[config.mk]
export PLATFORM = sky130hd
export DESIGN_NAME = cache_miss_ctrl_flat
export DESIGN_NICKNAME = d
export VERILOG_FILES = /design/src/rtl/cache_miss_ctrl_if.sv /design/src/rtl/cache_miss_ctrl.sv /design/src/flat_wrapper.sv
export SDC_FILE = /design/constraint.sdc
export NUM_CORES = 1
export LEC_CHECK = 0
export CAP_MARGIN = 20
export CELL_PAD_IN_SITES_DETAIL_PLACEMENT = 0
export CELL_PAD_IN_SITES_GLOBAL_PLACEMENT = 1
export CORE_AREA = 3 3 451 453
export CTS_CLUSTER_DIAMETER = 60
export DETAILED_ROUTE_END_ITERATION = 8
export DIE_AREA = 0 0 454 456
export GPL_TIMING_DRIVEN = 0
export PLACE_DENSITY = 0.49
export SYNTH_ARGS = -nofsm -noshare
export SYNTH_HDL_FRONTEND = slang
export SYNTH_SLANG_ARGS = --single-unit
[constraint.sdc]
create_clock -name clk -period 23.1 [get_ports clk]
set_input_delay 6.93 -clock clk [delete_from_list [all_inputs] [get_ports clk]]
set_output_delay 6.93 -clock clk [all_outputs]
set_load 0.01 [all_outputs]
[src/rtl/cache_miss_ctrl_if.sv]
// Bundle between the miss sequencer, the stage-2 tag/data arrays and the DFP port.
// The sequencer uses the master view; the surrounding cache (or a bench) uses the slave view.
interface cache_miss_ctrl_if;
  localparam int SET_W  = 4;
  localparam int LINE_W = 256;
  localparam int TAG_W  = 23;

  logic              miss_valid;
  logic [31:0]       miss_addr;
  logic [3:0]        valid_vec;
  logic [2:0]        lru_read;
  logic              victim_dirty;
  logic [TAG_W-1:0]  victim_tag;
  logic [LINE_W-1:0] victim_data;
  logic [1:0]        victim_way;
  logic [31:0]       dfp_addr;
  logic              dfp_read;
  logic              dfp_write;
  logic [LINE_W-1:0] dfp_wdata;
  logic [LINE_W-1:0] dfp_rdata;
  logic              dfp_resp;
  logic              fill_we;
  logic [SET_W-1:0]  fill_set;
  logic [TAG_W-1:0]  fill_tag;
  logic [LINE_W-1:0] fill_data;
  logic              lru_we;
  logic [2:0]        lru_write;
  logic              stall;
  logic              replay;

  modport master (
    input  miss_valid, miss_addr, valid_vec, lru_read,
    input  victim_dirty, victim_tag, victim_data,
    input  dfp_rdata, dfp_resp,
    output victim_way, dfp_addr, dfp_read, dfp_write, dfp_wdata,
    output fill_we, fill_set, fill_tag, fill_data,
    output lru_we, lru_write, stall, replay
  );

  modport slave (
    output miss_valid, miss_addr, valid_vec, lru_read,
    output victim_dirty, victim_tag, victim_data,
    output dfp_rdata, dfp_resp,
    input  victim_way, dfp_addr, dfp_read, dfp_write, dfp_wdata,
    input  fill_we, fill_set, fill_tag, fill_data,
    input  lru_we, lru_write, stall, replay
  );
endinterface

[src/rtl/cache_miss_ctrl.sv]
// Miss sequencer for the 4-way cache: victim pick, optional write-back, line fetch,
// array fill with PLRU update, then a one-cycle replay pulse back to the pipeline.
module cache_miss_ctrl (
  input logic              clk,
  input logic              rst,
  cache_miss_ctrl_if.master bus
);
  localparam int LINE_W = 256;
  localparam int TAG_W  = 23;

  typedef enum logic [2:0] {IDLE, ALLOC, WB, FILL, WRITE, REPLAY} state_t;

  state_t            state;
  logic [26:0]       line_q;      // miss_addr[31:5]: tag plus set
  logic [2:0]        lru_q;
  logic [1:0]        way_q;
  logic [31:0]       dfp_addr_q;
  logic              dfp_read_q;
  logic              dfp_write_q;
  logic [LINE_W-1:0] wdata_q;
  logic [LINE_W-1:0] fill_data_q;
  logic              fill_we_q;
  logic              lru_we_q;
  logic [2:0]        lru_write_q;
  logic              replay_q;
  logic [1:0]        way_sel;
  logic [2:0]        lru_next;

  // Invalid ways are always preferred; the PLRU tree only decides among a full set.
  always_comb begin
    // NOTE: every always_comb output gets a default first so no path can infer a latch.
    way_sel = 2'd0;
    if (bus.valid_vec != 4'hF) begin
      for (int i = 3; i >= 0; i--)
        if (!bus.valid_vec[i]) way_sel = 2'(i);
    end else if (!bus.lru_read[2]) begin
      way_sel = bus.lru_read[1] ? 2'd1 : 2'd0;
    end else begin
      way_sel = bus.lru_read[0] ? 2'd3 : 2'd2;
    end
  end

  // Point the tree away from the way just filled; the other half's bit is untouched.
  always_comb begin
    lru_next    = lru_q;
    lru_next[2] = ~way_q[1];
    if (way_q[1]) lru_next[0] = ~way_q[0];
    else          lru_next[1] = ~way_q[0];
  end

  // NOTE: sequential state uses non-blocking assignments only, so every register
  // samples pre-edge values regardless of statement order.
  always_ff @(posedge clk or posedge rst) begin
    if (rst) begin
      state       <= IDLE;
      line_q      <= '0;
      lru_q       <= '0;
      way_q       <= '0;
      dfp_addr_q  <= '0;
      dfp_read_q  <= 1'b0;
      dfp_write_q <= 1'b0;
      wdata_q     <= '0;
      fill_data_q <= '0;
      fill_we_q   <= 1'b0;
      lru_we_q    <= 1'b0;
      lru_write_q <= '0;
      replay_q    <= 1'b0;
    end else begin
      fill_we_q <= 1'b0;
      lru_we_q  <= 1'b0;
      replay_q  <= 1'b0;
      case (state)
        IDLE: if (bus.miss_valid) begin
          line_q <= bus.miss_addr[31:5];
          lru_q  <= bus.lru_read;
          way_q  <= way_sel;
          state  <= ALLOC;
        end
        ALLOC: if (bus.valid_vec[way_q] && bus.victim_dirty) begin
          dfp_write_q <= 1'b1;
          dfp_addr_q  <= {bus.victim_tag, line_q[3:0], 5'b0};
          wdata_q     <= bus.victim_data;
          state       <= WB;
        end else begin
          dfp_read_q <= 1'b1;
          dfp_addr_q <= {line_q, 5'b0};
          state      <= FILL;
        end
        WB: if (bus.dfp_resp) begin
          dfp_write_q <= 1'b0;
          dfp_read_q  <= 1'b1;
          dfp_addr_q  <= {line_q, 5'b0};
          state       <= FILL;
        end
        FILL: if (bus.dfp_resp) begin
          dfp_read_q  <= 1'b0;
          fill_data_q <= bus.dfp_rdata;
          fill_we_q   <= 1'b1;
          lru_we_q    <= 1'b1;
          lru_write_q <= lru_next;
          state       <= WRITE;
        end
        WRITE: begin
          replay_q <= 1'b1;
          state    <= REPLAY;
        end
        REPLAY:  state <= IDLE;
        default: state <= IDLE;
      endcase
    end
  end

  assign bus.victim_way = way_q;
  assign bus.dfp_addr   = dfp_addr_q;
  assign bus.dfp_read   = dfp_read_q;
  assign bus.dfp_write  = dfp_write_q;
  assign bus.dfp_wdata  = wdata_q;
  assign bus.fill_we    = fill_we_q;
  assign bus.fill_set   = line_q[3:0];
  assign bus.fill_tag   = line_q[26:4];
  assign bus.fill_data  = fill_data_q;
  assign bus.lru_we     = lru_we_q;
  assign bus.lru_write  = lru_write_q;
  assign bus.replay     = replay_q;
  // Halt is forwarded combinationally in IDLE so the miss cycle itself is frozen.
  assign bus.stall      = (state == IDLE) ? bus.miss_valid : (state != REPLAY);

  logic unused_widths;
  assign unused_widths = &{1'b0, TAG_W[0]};
endmodule
[src/flat_wrapper.sv]
// flat-port wrapper written by rule: the top's interface ports become plain ports
module cache_miss_ctrl_flat 
  (clk, rst, bus_miss_valid, bus_miss_addr, bus_valid_vec, bus_lru_read, bus_victim_dirty, bus_victim_tag, bus_victim_data, bus_dfp_rdata, bus_dfp_resp, bus_victim_way, bus_dfp_addr, bus_dfp_read, bus_dfp_write, bus_dfp_wdata, bus_fill_we, bus_fill_set, bus_fill_tag, bus_fill_data, bus_lru_we, bus_lru_write, bus_stall, bus_replay);
  cache_miss_ctrl_if bus_i ();
  input logic clk;
  input logic rst;
  input wire logic [$bits(bus_i.miss_valid)-1:0] bus_miss_valid;
  input wire logic [$bits(bus_i.miss_addr)-1:0] bus_miss_addr;
  input wire logic [$bits(bus_i.valid_vec)-1:0] bus_valid_vec;
  input wire logic [$bits(bus_i.lru_read)-1:0] bus_lru_read;
  input wire logic [$bits(bus_i.victim_dirty)-1:0] bus_victim_dirty;
  input wire logic [$bits(bus_i.victim_tag)-1:0] bus_victim_tag;
  input wire logic [$bits(bus_i.victim_data)-1:0] bus_victim_data;
  input wire logic [$bits(bus_i.dfp_rdata)-1:0] bus_dfp_rdata;
  input wire logic [$bits(bus_i.dfp_resp)-1:0] bus_dfp_resp;
  output wire logic [$bits(bus_i.victim_way)-1:0] bus_victim_way;
  output wire logic [$bits(bus_i.dfp_addr)-1:0] bus_dfp_addr;
  output wire logic [$bits(bus_i.dfp_read)-1:0] bus_dfp_read;
  output wire logic [$bits(bus_i.dfp_write)-1:0] bus_dfp_write;
  output wire logic [$bits(bus_i.dfp_wdata)-1:0] bus_dfp_wdata;
  output wire logic [$bits(bus_i.fill_we)-1:0] bus_fill_we;
  output wire logic [$bits(bus_i.fill_set)-1:0] bus_fill_set;
  output wire logic [$bits(bus_i.fill_tag)-1:0] bus_fill_tag;
  output wire logic [$bits(bus_i.fill_data)-1:0] bus_fill_data;
  output wire logic [$bits(bus_i.lru_we)-1:0] bus_lru_we;
  output wire logic [$bits(bus_i.lru_write)-1:0] bus_lru_write;
  output wire logic [$bits(bus_i.stall)-1:0] bus_stall;
  output wire logic [$bits(bus_i.replay)-1:0] bus_replay;
  assign bus_i.miss_valid = bus_miss_valid;
  assign bus_i.miss_addr = bus_miss_addr;
  assign bus_i.valid_vec = bus_valid_vec;
  assign bus_i.lru_read = bus_lru_read;
  assign bus_i.victim_dirty = bus_victim_dirty;
  assign bus_i.victim_tag = bus_victim_tag;
  assign bus_i.victim_data = bus_victim_data;
  assign bus_i.dfp_rdata = bus_dfp_rdata;
  assign bus_i.dfp_resp = bus_dfp_resp;
  assign bus_victim_way = bus_i.victim_way;
  assign bus_dfp_addr = bus_i.dfp_addr;
  assign bus_dfp_read = bus_i.dfp_read;
  assign bus_dfp_write = bus_i.dfp_write;
  assign bus_dfp_wdata = bus_i.dfp_wdata;
  assign bus_fill_we = bus_i.fill_we;
  assign bus_fill_set = bus_i.fill_set;
  assign bus_fill_tag = bus_i.fill_tag;
  assign bus_fill_data = bus_i.fill_data;
  assign bus_lru_we = bus_i.lru_we;
  assign bus_lru_write = bus_i.lru_write;
  assign bus_stall = bus_i.stall;
  assign bus_replay = bus_i.replay;
  cache_miss_ctrl u_core (.clk(clk), .rst(rst), .bus(bus_i));
endmodule
== After elaboration in Yosys (flattened, before gate mapping) ==
Cells that the tools add are included.
Storage, ports and cells
  word-level logic and storage cells: 67
  register bits after elaboration: 585
  output and inout port bits: 582
  bits of input ports: 579
Operators by class
  multiplexer cells: 30
  bitwise operators: 2
  $lt $le $gt $ge: 1
  reduce and logical (&&, ||, !) cells: 11
  equality and inequality tests: 11
Operators with widths (count)
  $mux W32: 2
  $pmux W32 S2: 1
  $pmux W3 S5: 1
  $mux W1: 14
  $mux W2: 6
  $mux W3: 3
  $ne A2 B2 Y1 const B: 4
  $reduce_and A2 Y1: 4
  $eq A3 B2 Y1 const B: 2
  $reduce_and A3 Y1: 2
  $ne A4 B4 Y1 const B: 1
  $reduce_and A4 Y1: 1
  $eq A3 B1 Y1 const B: 1
  $eq A3 B3 Y1 const B: 1
  $logic_not A3 Y1: 1
  $lt A2 B3 Y1 const B: 1
  $ne A3 B3 Y1 const B: 1
  $pmux W1 S3: 1
  $reduce_bool A3 Y1: 1
  $bmux W1 S2: 1
  $ne A2 B1 Y1 const B: 1
  $not A1 Y1: 2
  $pmux W1 S2: 1
  $reduce_bool A2 Y1: 1
  $logic_and A1 B1 Y1: 1

== Longest topological paths before layout ==
Gate-level depths: netlist of the first run.
  depth in word-level cells: 5
  depth in mapped cells: 8
  depth with buffers taken out: 5

== Worst setup path before layout of the first run ==
Ideal clock, no wire load.
  path kind: input-to-output
  start: input bus_miss_valid
  end: output bus_stall
  required time: 16.170 ns
  slack: 8.781 ns
  path buffers: 0
  arrival: 7.389 ns
  stages: 3
  cells stage by stage: nor3_1 > a21oi_1 > or2_2
Between the ends
  word-level cells in the longest chain between the ends: 1
RTL lines
  start: declaration: line flat_wrapper.sv:7  | input wire logic [$bits(bus_i.miss_valid)-1:0] bus_miss_valid;
  $mux W1: line cache_miss_ctrl.sv:126  | assign bus.stall = (state == IDLE) ? bus.miss_valid : (state != REPLAY);
  end: declaration: line flat_wrapper.sv:27  | output wire logic [$bits(bus_i.stall)-1:0] bus_stall;
Every way passes these cells.

== Worst setup path after layout of the first run ==
Ends and elaborated chain as after synthesis.

==> results of run 1 <==
cell usage in the layout (no fill, tap or decap), types with 13 or more instances in the layout:
cell,n
buf_12,18
o21ai_0,29
buf_6,26
nand2_1,777
clkbuf_8,13
mux2_2,61
clkdlybuf4s50_1,1150
buf_2,42
mux2_1,229
clkbuf_1,54
clkbuf_16,91
a2bb2oi_1,23
a31oi_1,23
dfrtp_1,580
worst min-delay path by stage:
stage	cells past startpoint	to	from	slack [ns]
3_3_place_gp	2	u_core.bus.fill_data[100]	u_core.bus.fill_data[100]	0.46
3_5_place_dp	2	u_core.bus.fill_data[141]	u_core.bus.fill_data[141]	0.46
6_report	2	u_core.bus.fill_data[106]	u_core.bus.fill_data[106]	0.47
4_1_cts	2	u_core.bus.fill_data[141]	u_core.bus.fill_data[141]	0.48
5_1_grt	2	u_core.bus.fill_data[149]	u_core.bus.fill_data[149]	0.49
2_1_floorplan	1	u_core.lru_q[0]	u_core.lru_q[0]	0.48
per-stage QoR:
| stage | hold slack, ns | setup slack [ns] |
|---|---|---|
| global placement | 0.4591 | 2.591 |
| detailed placement | 0.4607 | 7.766 |
| global route | 0.4855 | 7.720 |
| CTS | 0.4750 | 7.757 |
| floorplan | 0.4805 | 8.267 |
| finish | 0.4709 | 7.761 |
area by class of cell:
cell class | count | share of cell area
Clock buffer | 123 | 0.06271
Tap cell | 2656 | 0.08246
Inverter | 4 | 0.0004657
Antenna cell | 11 | 0.0006830
Sequential cell | 580 | 0.3601
Timing Repair Buffer | 1169 | 0.2949
Buffer | 109 | 0.01686
Clock inverter | 37 | 0.009345
Multi-Input combinational cell | 1182 | 0.1724
tightest hold or removal path: stages, from the launching register on:
cell and delay (ns):
dfrtp_1 0.34, nand2_1 0.05, nand2_1 0.05
sequential cells by signal, indices dropped and copies added, names as in the netlist:
register,count
u_core.bus.dfp_wdata,256
u_core.bus.fill_data,256
u_core.bus.dfp_addr,27
u_core.line_q,27
u_core.bus.lru_write,3
u_core.state,3
u_core.bus.victim_way,2
u_core.lru_q,2
u_core.bus.dfp_read,1
u_core.bus.dfp_write,1
u_core.bus.fill_we,1
u_core.bus.replay,1
report_power, final:
part           total (W)  switching [W]  internal (W)  leakage, nW
clock            0.00135       0.000558      0.000796         1.42
combinational    0.00243        0.00119       0.00124         8.81
sequential       0.00181       0.000306       0.00151         7.13
routing by layer:
layer | track usage | routed length (um) | share of wire
met2 | 0.2252 | 69270 | 0.51
met1 | 0.1400 | 51270 | 0.38
met4 | 0.03707 | 3367 | 0.025
met3 | 0.04913 | 11710 | 0.086
met5 | 0 | 75 | 0.00055
kinds of logic after synthesis:
logic type             after synthesis  synth area share
buffers and inverters              113           0.03136
flip-flops                         580            0.6555
multiplexers                       294            0.1493
AND/OR/NAND/NOR                    796            0.1370
other                                1         0.0001694
AO/OA/AOI/OAI                       87           0.02667
==> flow_results.org, run 1 <==
** Clock tree
- At the later pin of the worst-skew pair, clock insertion delay measures 0.72 ns.
- The number of hold buffers added after CTS was 0.
- Number of buffers added for setup after CTS :: 0
- Max Buffers Root-to-Sink :: 3
- Count of clock tree sinks :: 580
- TritonCTS clock tree :: yes
- The clock tree synthesis step divided the H-tree into 3 levels.
- In this run, CTS created clock tree buffers numbering 90.
- Post-CTS sizing :: 0
- After clock tree synthesis, the clock-pin slew on the worst setup and hold paths is 0.05 ns.
- The root buffer cell chosen for the clock tree is clkbuf_16.

** Critical path
- STA classifies the critical path startpoint as a primary input.
- Top fanout value on the critical path :: 3
- The worst register-to-register path has a depth of 8.
- Critical setup path kind :: primary input to primary output
- Following the worst setup path forward leads to its endpoint at bus_stall.
- Buffers & Inverters on Critical Path :: 2
- The worst register-to-register path begins at u_core.state[0].
- Tracing the worst setup path back leads to its startpoint at bus_miss_valid.
- Critical path endpoint category :: primary output
- The signal on the critical path passes through clkdlybuf4s50_1 > nor3_1 > a21oi_1 > or2_2 > clkdlybuf4s50_1.
- Slowest cell on the critical path :: clkdlybuf4s50_1
- Max stage delay on crit path :: 0.57 ns
- Required time of the critical path :: 16.17 ns
- For the worst setup path, the data arrival time is 8.41 ns.
- The endpoint identified for the worst register-to-register timing path is u_core.bus.fill_data[151].
- The setup check on the worst reg-to-reg path leaves a slack of 20.30 ns.
- On the critical path the largest part of the delay comes from buffers and inverters.
- Total stage count of the critical path :: 5
- In this design, the critical path's most frequently occurring cell is clkdlybuf4s50_1.

** STA
- Final-layout setup total negative slack :: 0 ns
- Endpoints failing setup :: 0
- Based on the critical path, the design can be clocked at up to 0.06519 GHz.
- Transition at the pin with the smallest max-transition slack :: 0.8874 ns
- Ratio of final minimum period to clock period :: 0.6640
- Minimum clock period :: 15.34 ns
- Worst slew margin :: 0.4084
- Final hold violations :: 0
- RSZ-0062 raised after global routing :: false
- Post-Route Skew :: 0.03831 ns
- Number of pins exceeding their max-slew limit in the final report :: 0

** Floorplanning
- Overall die area :: 207000 um2
- Y dimension of the die :: 456 um
- The die is 454 um wide.
- The floorplan has 164 rows.
- Number of top-level pins :: 1161
- Core region area :: 199700 um2
- The initial utilization of the core area, before any placement, comes to 0.1109.

** Worst hold path
- The min-delay analysis places its worst path in the category flop to flop.

** Synthesis
- Averaged over all synthesized cells, the footprint is 11.83 um2.
- For this run, the number of Yosys warnings is 0.
- Most frequent cell after synthesis :: nand2_1
- Share of the synthesized area in the top cell type :: 0.6555
- In this run, synthesis produced a sequential element count of 580.
- Share of flip-flops with an asynchronous set or reset after synthesis :: 1.000
- Synth top cells by count :: 777 x nand2_1, 580 x dfrtp_1, 229 x mux2_1
- Number of instances in the synthesized netlist :: 1871
- Number of flops mapped to enable cells by yosys :: 0
- Netlist cell types :: 35
- Synth area leader :: dfrtp_1
- Leading register cell type out of synthesis :: dfrtp_1
- Ranked by total cell area, the synthesized netlist is headed by dfrtp_1 66%, nand2_1 13%, mux2_1 12%, mux2_2 3.1%, buf_6 1.3%.
- The mapped netlist covers 22140 um2.
- The share of the Yosys chip area taken by registers is 0.6555.

** Final layout
- Synth-to-layout area growth :: 82.01%
- Register area :: 14510 um2
- The finished layout holds 5871 standard cells, fillers aside.
- Final nets :: 3715
- Of the cells placed in the final design, the portion with a size suffix greater than 1 is 0.09519.
- The layout has 21.83k filler cells.
- Multi-input gate area in the final layout :: 6949 um2
- End-of-flow core utilization :: 0.2019
- After routing the design area is 40300 um2.

** Power
- Cell leakage power :: 17.35 nW
- Worst vdd ir :: 0.00005572 V
- Cell Pwr Density :: 138.8 nW/um2
- Power, Total :: 0.005595 W

** Detailed routing
- Dividing the detail-routed wire length by the instance count gives 23.11 um.
- After the first detailed-routing iteration, the DRC count stood at 966.
- Number of vias per cell after detailed routing :: 3.209
- Number of search-and-repair iterations in the first detailed-routing pass :: 5
- The count of nets left with antenna violations once routing finished came out at 0.
- DRC violation count after routing :: 0
- Wire length reported by the detailed router :: 135.7 mm
- For this block, the via count after detailed routing is 18.84k.

** Global route
- Via count of the first global-routing pass :: 19.82k
- The first global-routing pass estimated 180.5 mm of wire.
- Number of antenna violations at the first check in global routing :: 48
- Maximum number of pins on one net before global-route repair :: 39
- In the global route stage, overall resource usage came out at 0.1273.
- For this run the aggregate overflow at the end of global routing stands at 0.

** Place
- The HPWL after detailed placement is 113.1 mm.
- Placed Cells :: 5700
- Placer congestion estimate :: 0.8873
- The count of buffers added on input and output ports is 1150.
- The placed instances occupy a cell area of 37370 um2.

** Status
- Outcome :: completed

** Run
- Max-cap violations in this run came to 0.
No activity file was read; power rests on OpenSTA's default activity.
==> inputs of run 2 (changes only) <==
==> constraint.sdc (replaced) <==
create_clock -name clk -period 13.62 [get_ports clk]
set_input_delay 4.086 -clock clk [delete_from_list [all_inputs] [get_ports clk]]
set_output_delay 4.086 -clock clk [all_outputs]
set_load 0.01 [all_outputs]
==> results of run 2 <==
Same layout as run 1 (identical final DEF). Status: completed.
Main changes from that run: setup slack after placement 7.766 ns -> 3.974 ns; setup slack after layout 7.761 ns -> 3.969 ns; register-to-register setup slack 20.30 ns -> 10.82 ns; total power 0.005595 W -> 0.009489 W; worst IR drop on VDD 0.00005572 V -> 0.00009450 V
==> inputs of run 3 (changes only) <==
==> constraint.sdc (replaced) <==
create_clock -name clk -period 8.8 [get_ports clk]
set_input_delay 2.64 -clock clk [delete_from_list [all_inputs] [get_ports clk]]
set_output_delay 2.64 -clock clk [all_outputs]
set_load 0.01 [all_outputs]
==> results of run 3 <==
Same layout as run 1 (identical final DEF). Status: completed.
Main changes from that run: setup slack after placement 7.766 ns -> 2.046 ns; setup slack after layout 7.761 ns -> 2.041 ns; register-to-register setup slack 20.30 ns -> 6.00 ns; total power 0.005595 W -> 0.01469 W; worst IR drop on VDD 0.00005572 V -> 0.0001463 V
